File: src/rtl/display_arbiter.sv
// display_arbiter: round-robin owner selection for the shared 12-bit hex display.
// Each grant latches one requester's value and holds it for at least HOLD_CYCLES
// clocks; the last value stays on the display while nobody is asking.
module display_arbiter #(
    parameter int HOLD_CYCLES = 50_000_000,
    parameter int CNT_W       = 26
) (
    input  logic        clk,
    input  logic        clr,
    input  logic [3:0]  req,
    input  logic [47:0] req_data,
    output logic [3:0]  ack,
    output logic [11:0] disp_data,
    output logic [1:0]  disp_src,
    output logic        disp_valid,
    output logic        busy
);

    typedef enum logic [0:0] {
        IDLE = 1'b0,
        HOLD = 1'b1
    } state_t;

    state_t             state_q, state_d;
    logic [CNT_W-1:0]   cnt_q, cnt_d;
    logic [1:0]         last_src_q, last_src_d;
    logic [3:0]         ack_q, ack_d;
    logic [11:0]        disp_data_q, disp_data_d;
    logic [1:0]         disp_src_q, disp_src_d;
    logic               disp_valid_q, disp_valid_d;
    logic               busy_q, busy_d;

    logic               win_found_s;
    logic [1:0]         win_idx_s;
    logic [1:0]         cand_s;
    logic               grant_s;

    // Round-robin search: first requester after last_src, wrapping modulo 4.
    always_comb begin
        win_found_s = 1'b0;
        win_idx_s   = 2'd0;
        cand_s      = 2'd0;
        for (int k = 1; k <= 4; k++) begin
            cand_s = last_src_q + 2'(k);
            if (!win_found_s && req[cand_s]) begin
                win_found_s = 1'b1;
                win_idx_s   = cand_s;
            end else begin
                win_found_s = win_found_s;
            end
        end
    end

    // Next-state logic: hold-window countdown and grant events.
    always_comb begin
        state_d      = state_q;
        cnt_d        = cnt_q;
        last_src_d   = last_src_q;
        ack_d        = 4'b0000;
        disp_data_d  = disp_data_q;
        disp_src_d   = disp_src_q;
        disp_valid_d = disp_valid_q;
        busy_d       = busy_q;
        grant_s      = 1'b0;

        case (state_q)
            IDLE: begin
                if (req != 4'b0000) begin
                    grant_s = 1'b1;
                end else begin
                    grant_s = 1'b0;
                end
            end
            HOLD: begin
                // cnt == 0 is resolved before any decrement, so cnt cannot wrap.
                if (cnt_q != '0) begin
                    cnt_d = cnt_q - CNT_W'(1);
                end else if (req != 4'b0000) begin
                    grant_s = 1'b1;
                end else begin
                    state_d = IDLE;
                    busy_d  = 1'b0;
                end
            end
            default: begin
                state_d = IDLE;
                busy_d  = 1'b0;
            end
        endcase

        if (grant_s && win_found_s) begin
            ack_d        = 4'b0001 << win_idx_s;
            disp_data_d  = req_data[12*win_idx_s +: 12];
            disp_src_d   = win_idx_s;
            last_src_d   = win_idx_s;
            disp_valid_d = 1'b1;
            busy_d       = 1'b1;
            cnt_d        = CNT_W'(HOLD_CYCLES - 1);
            state_d      = HOLD;
        end else begin
            ack_d = 4'b0000;
        end
    end

    // State and output registers; clr acts immediately, also cutting an ack pulse.
    always_ff @(posedge clk or posedge clr) begin
        if (clr) begin
            state_q      <= IDLE;
            cnt_q        <= '0;
            last_src_q   <= 2'd3;
            ack_q        <= 4'b0000;
            disp_data_q  <= 12'h000;
            disp_src_q   <= 2'd0;
            disp_valid_q <= 1'b0;
            busy_q       <= 1'b0;
        end else begin
            state_q      <= state_d;
            cnt_q        <= cnt_d;
            last_src_q   <= last_src_d;
            ack_q        <= ack_d;
            disp_data_q  <= disp_data_d;
            disp_src_q   <= disp_src_d;
            disp_valid_q <= disp_valid_d;
            busy_q       <= busy_d;
        end
    end

    assign ack        = ack_q;
    assign disp_data  = disp_data_q;
    assign disp_src   = disp_src_q;
    assign disp_valid = disp_valid_q;
    assign busy       = busy_q;

endmodule

File: config.mk
export PLATFORM = sky130hd
export DESIGN_NAME = display_arbiter
export DESIGN_NICKNAME = d
export VERILOG_FILES = /design/src/rtl/display_arbiter.sv
export SDC_FILE = /design/constraint.sdc
export NUM_CORES = 1
export LEC_CHECK = 0
export CORE_ASPECT_RATIO = 0.5
export CORE_MARGIN = 4
export CORE_UTILIZATION = 40
export CTS_CLUSTER_DIAMETER = 60
export DETAILED_ROUTE_END_ITERATION = 12
export GPL_ROUTABILITY_DRIVEN = 0
export PLACE_DENSITY = 0.68
export SETUP_SLACK_MARGIN = 0.3
export SYNTH_ARGS = -nofsm -noshare
export SYNTH_HDL_FRONTEND = slang
export SYNTH_SLANG_ARGS = --single-unit
File: constraint.sdc
create_clock -name clk -period 6.9 [get_ports clk]
set_clock_uncertainty 0.15 [all_clocks]
set_input_delay 1.38 -clock clk [delete_from_list [all_inputs] [get_ports clk]]
set_output_delay 1.38 -clock clk [all_outputs]
set_load 0.005 [all_outputs]
==> impl_metrics.csv <==
group,metric,value,unit
logic_synthesis,yosysWarnings,0,
pwr,power,0.8447,mW
timing,tns,0,ns
global_routing,grt_max_degree,50,
run,drv_cap,0,
routing,viasPerCell,5.400,
layout,seqCellArea,0.001229,mm²
routing,post-route-drc-count,0,
logic_synthesis,ys_seq_elements,49,
layout,n_antenna_cell,0,
global_routing,grt_first_pass_wirelength,10.92,mm
status,status,"finished, final reports clean",
global_routing,grt_pass1_vias,2281,
placement,placedCellCount,417,
placement,pre_cts_ws,3.029,ns
logic_synthesis,synth_common_cells,"dfrtp_1 (47), mux2i_1 (36), nor3_1 (22)",
timing,worst_pin_slew,1.110,ns
clocking,path_clk_slew,0.06,ns
timing,setup_ws,3.332,ns
pwr,vdd_ir_drop_max,0.00009922,V
floorplan,dieArea,0.008485,mm²
logic_synthesis,syn_area,0.002800,mm²
timing,slew_viol_final,0,
floorplan,die_w,126.3,µm
pwr,internal-power,0.5973,mW
logic_synthesis,yosysTopAreaCell,"dfrtp_1",
worst_setup_path,cp.required,6.92,ns
timing,max_freq,280.2,MHz
layout,nets,387,
clocking,clkLatencyLatePin,0.29,ns
clocking,post_cts_buffers,0,
worst_setup_path,startpoint,"req[1]",
pwr,seqPwrFrac,45.5,%
timing,setup_viol,0,
floorplan,core_area,0.006726,mm²
pwr,switching_share,29.29,%
clocking,postCtsHoldBufs,0,
floorplan,ios,74,
timing,post-route-min-period,3.568,ns
pwr,power.switching,0.2474,mW
routing,num_vias,2295,
global_routing,antenna_found_initial,0,
floorplan,die_h,67.17,µm
routing,wirelength,6.492,mm
placement,dp_hpwl,4.648,mm
global_routing,grt-ovfl-total,0,
pwr,leakage,1.647,nW
pwr,clkPwrFrac,28.7,%
logic_synthesis,synth_cell_types,49,
placement,io_buffer_count,73,
worst_hold_path,hold_start,"disp_valid",
routing,drt_iter0_drc,148,
logic_synthesis,synth_top_area_share,42.00,%
clocking,root_buffer,"clkbuf_16",
logic_synthesis,synth-seq-area-share,43.88,%
clocking,cts_resized,0,
logic_synthesis,syn_inst,264,
floorplan,num_rows,21,
layout,nFillCells,618,
clocking,cts_tree,"done",
worst_setup_path,critPathKind,"input pin to register",
timing,slew_headroom,25.33,%
logic_synthesis,avgSynthCellArea,10.61,µm²
layout,areaGrowthSynthToFinish,33.74,%
logic_synthesis,synth_nets,319,
worst_setup_path,critPathLaunchType,"input pin",
layout,multi_input_area,0.001498,mm²
layout,fin_util,55.67,%
clocking,cts_made_buffers,5,
logic_synthesis,synth_area_leaders,"dfrtp_1 (42%), mux2i_1 (13%), mux2_2 (5.6%)",
clocking,cts.sinks,49,
worst_hold_path,hold_path.class,"register to register",
timing,hold_violations,0,
logic_synthesis,synth-edff-count,0,
logic_synthesis,synth_ff_type,"dfrtp_1",
clocking,cts_max_level,2,
floorplan,start_util,41.63,%
global_routing,grt_usage,15.78,%
routing,final_antenna_net_count,0,
clocking,clockBufferDepth,2,
layout,drive_above_1_share,11.41,%
logic_synthesis,async_flop_share,100.0,%
worst_setup_path,cp.arrival,3.59,ns
routing,first_pass_iters,4,
layout,instances_no_fill,425,
pwr,combPwrFrac,25.8,%
worst_setup_path,cp_max_fo,30,
logic_synthesis,synth.most_common_cell,"dfrtp_1",
worst_setup_path,worstSetupEndpointType,"register",
routing,wire_per_inst,15.28,µm
pwr,power.density,225.6,mW/mm²
timing,rsz0062_at_grt,"no",
worst_setup_path,worstReg2RegStart,"cnt_q[0]",
timing,period_share,51.71,%
## worst max-delay path, stage by stage
cell and delay (ns):
clkdlybuf4s50_1 0.49, or2_2 0.35, a311oi_4 0.28, buf_4 0.44, mux2i_1 0.25, mux2i_1 0.09, mux2_2 0.29
## worst paths after layout
check,endpoint,slack [ns],cells after the start
worst max-delay path,disp_data[4],3.33,7
worst min-delay path,disp_valid,0.32,1
worst max register to register,disp_data[4],3.79,7
worst min register to register,disp_valid,0.32,1
max in group asynchronous,cnt_q[25],4.48,2
min in group asynchronous,cnt_q[23],1.50,2
## cells by family after synthesis
logic type | share of synthesized area (%)
simple gates | 18.59
compound gates | 13.76
mux | 18.50
flops | 43.88
buf+inv | 3.262
xor+xnor | 1.564
fa+ha+maj | 0.4468
## power by group through the flow
stage / Clock [mW] / Combinational (mW) / Sequential, mW
finish: 0.242 / 0.218 / 0.385
global route: 0.258 / 0.243 / 0.393
CTS: 0.248 / 0.221 / 0.384
detailed placement: 0 / 0.220 / 0.390
global placement: 0 / 0.211 / 0.385
floorplan: 0 / 0.140 / 0.378
## cell type report
type                    instances  area share [%]
multi-input cells             196           39.99
flip-flops and latches         49           32.81
repair buffers                 74           19.71
clock buffers                   6           3.441
well taps                      92           3.074
inverters                       6          0.6014
clock inverters                 2          0.3675
## sequential cells by signal, indices dropped and copies added (netlist names)
register and flops:
last_src_q 2, ack 4, busy 1, cnt_q 26
state_q 1, disp_valid 1, disp_data 12, disp_src 2
## cells in the final DEF, fill, tap and decap left out, types with 4 or more instances in the layout
cell	instances
nor3_1	22
and3_1	5
mux2_2	14
inv_1	4
mux2i_1	36
clkbuf_16	5
a21oi_1	12
or4_1	4
dfrtp_1	47
clkdlybuf4s50_1	73
or2_2	4
nor4_1	8
o21ai_0	7
a31oi_1	4
a21o_1	5
nor2_1	14
nand3_1	4
nand2_1	8
a211o_1	4
## metal layers
layer	track usage, %	vias up	share of wire, %
li1	-	1130	-
met1	18.79	1118	43
met2	29.23	45	52
met3	3.870	2	4.1
met4	4.144	0	0.20
met5	0	-	0
## through the flow
stage,instance area (µm²),hold WS (ns)
after floorplan,2800,0.3124
after global placement,3602,0.3041
after detailed placement,3602,0.3050
after CTS,3745,0.3213
after global routing,3745,0.3400
final,3745,0.3179
No activity file was read; power rests on OpenSTA's default activity.
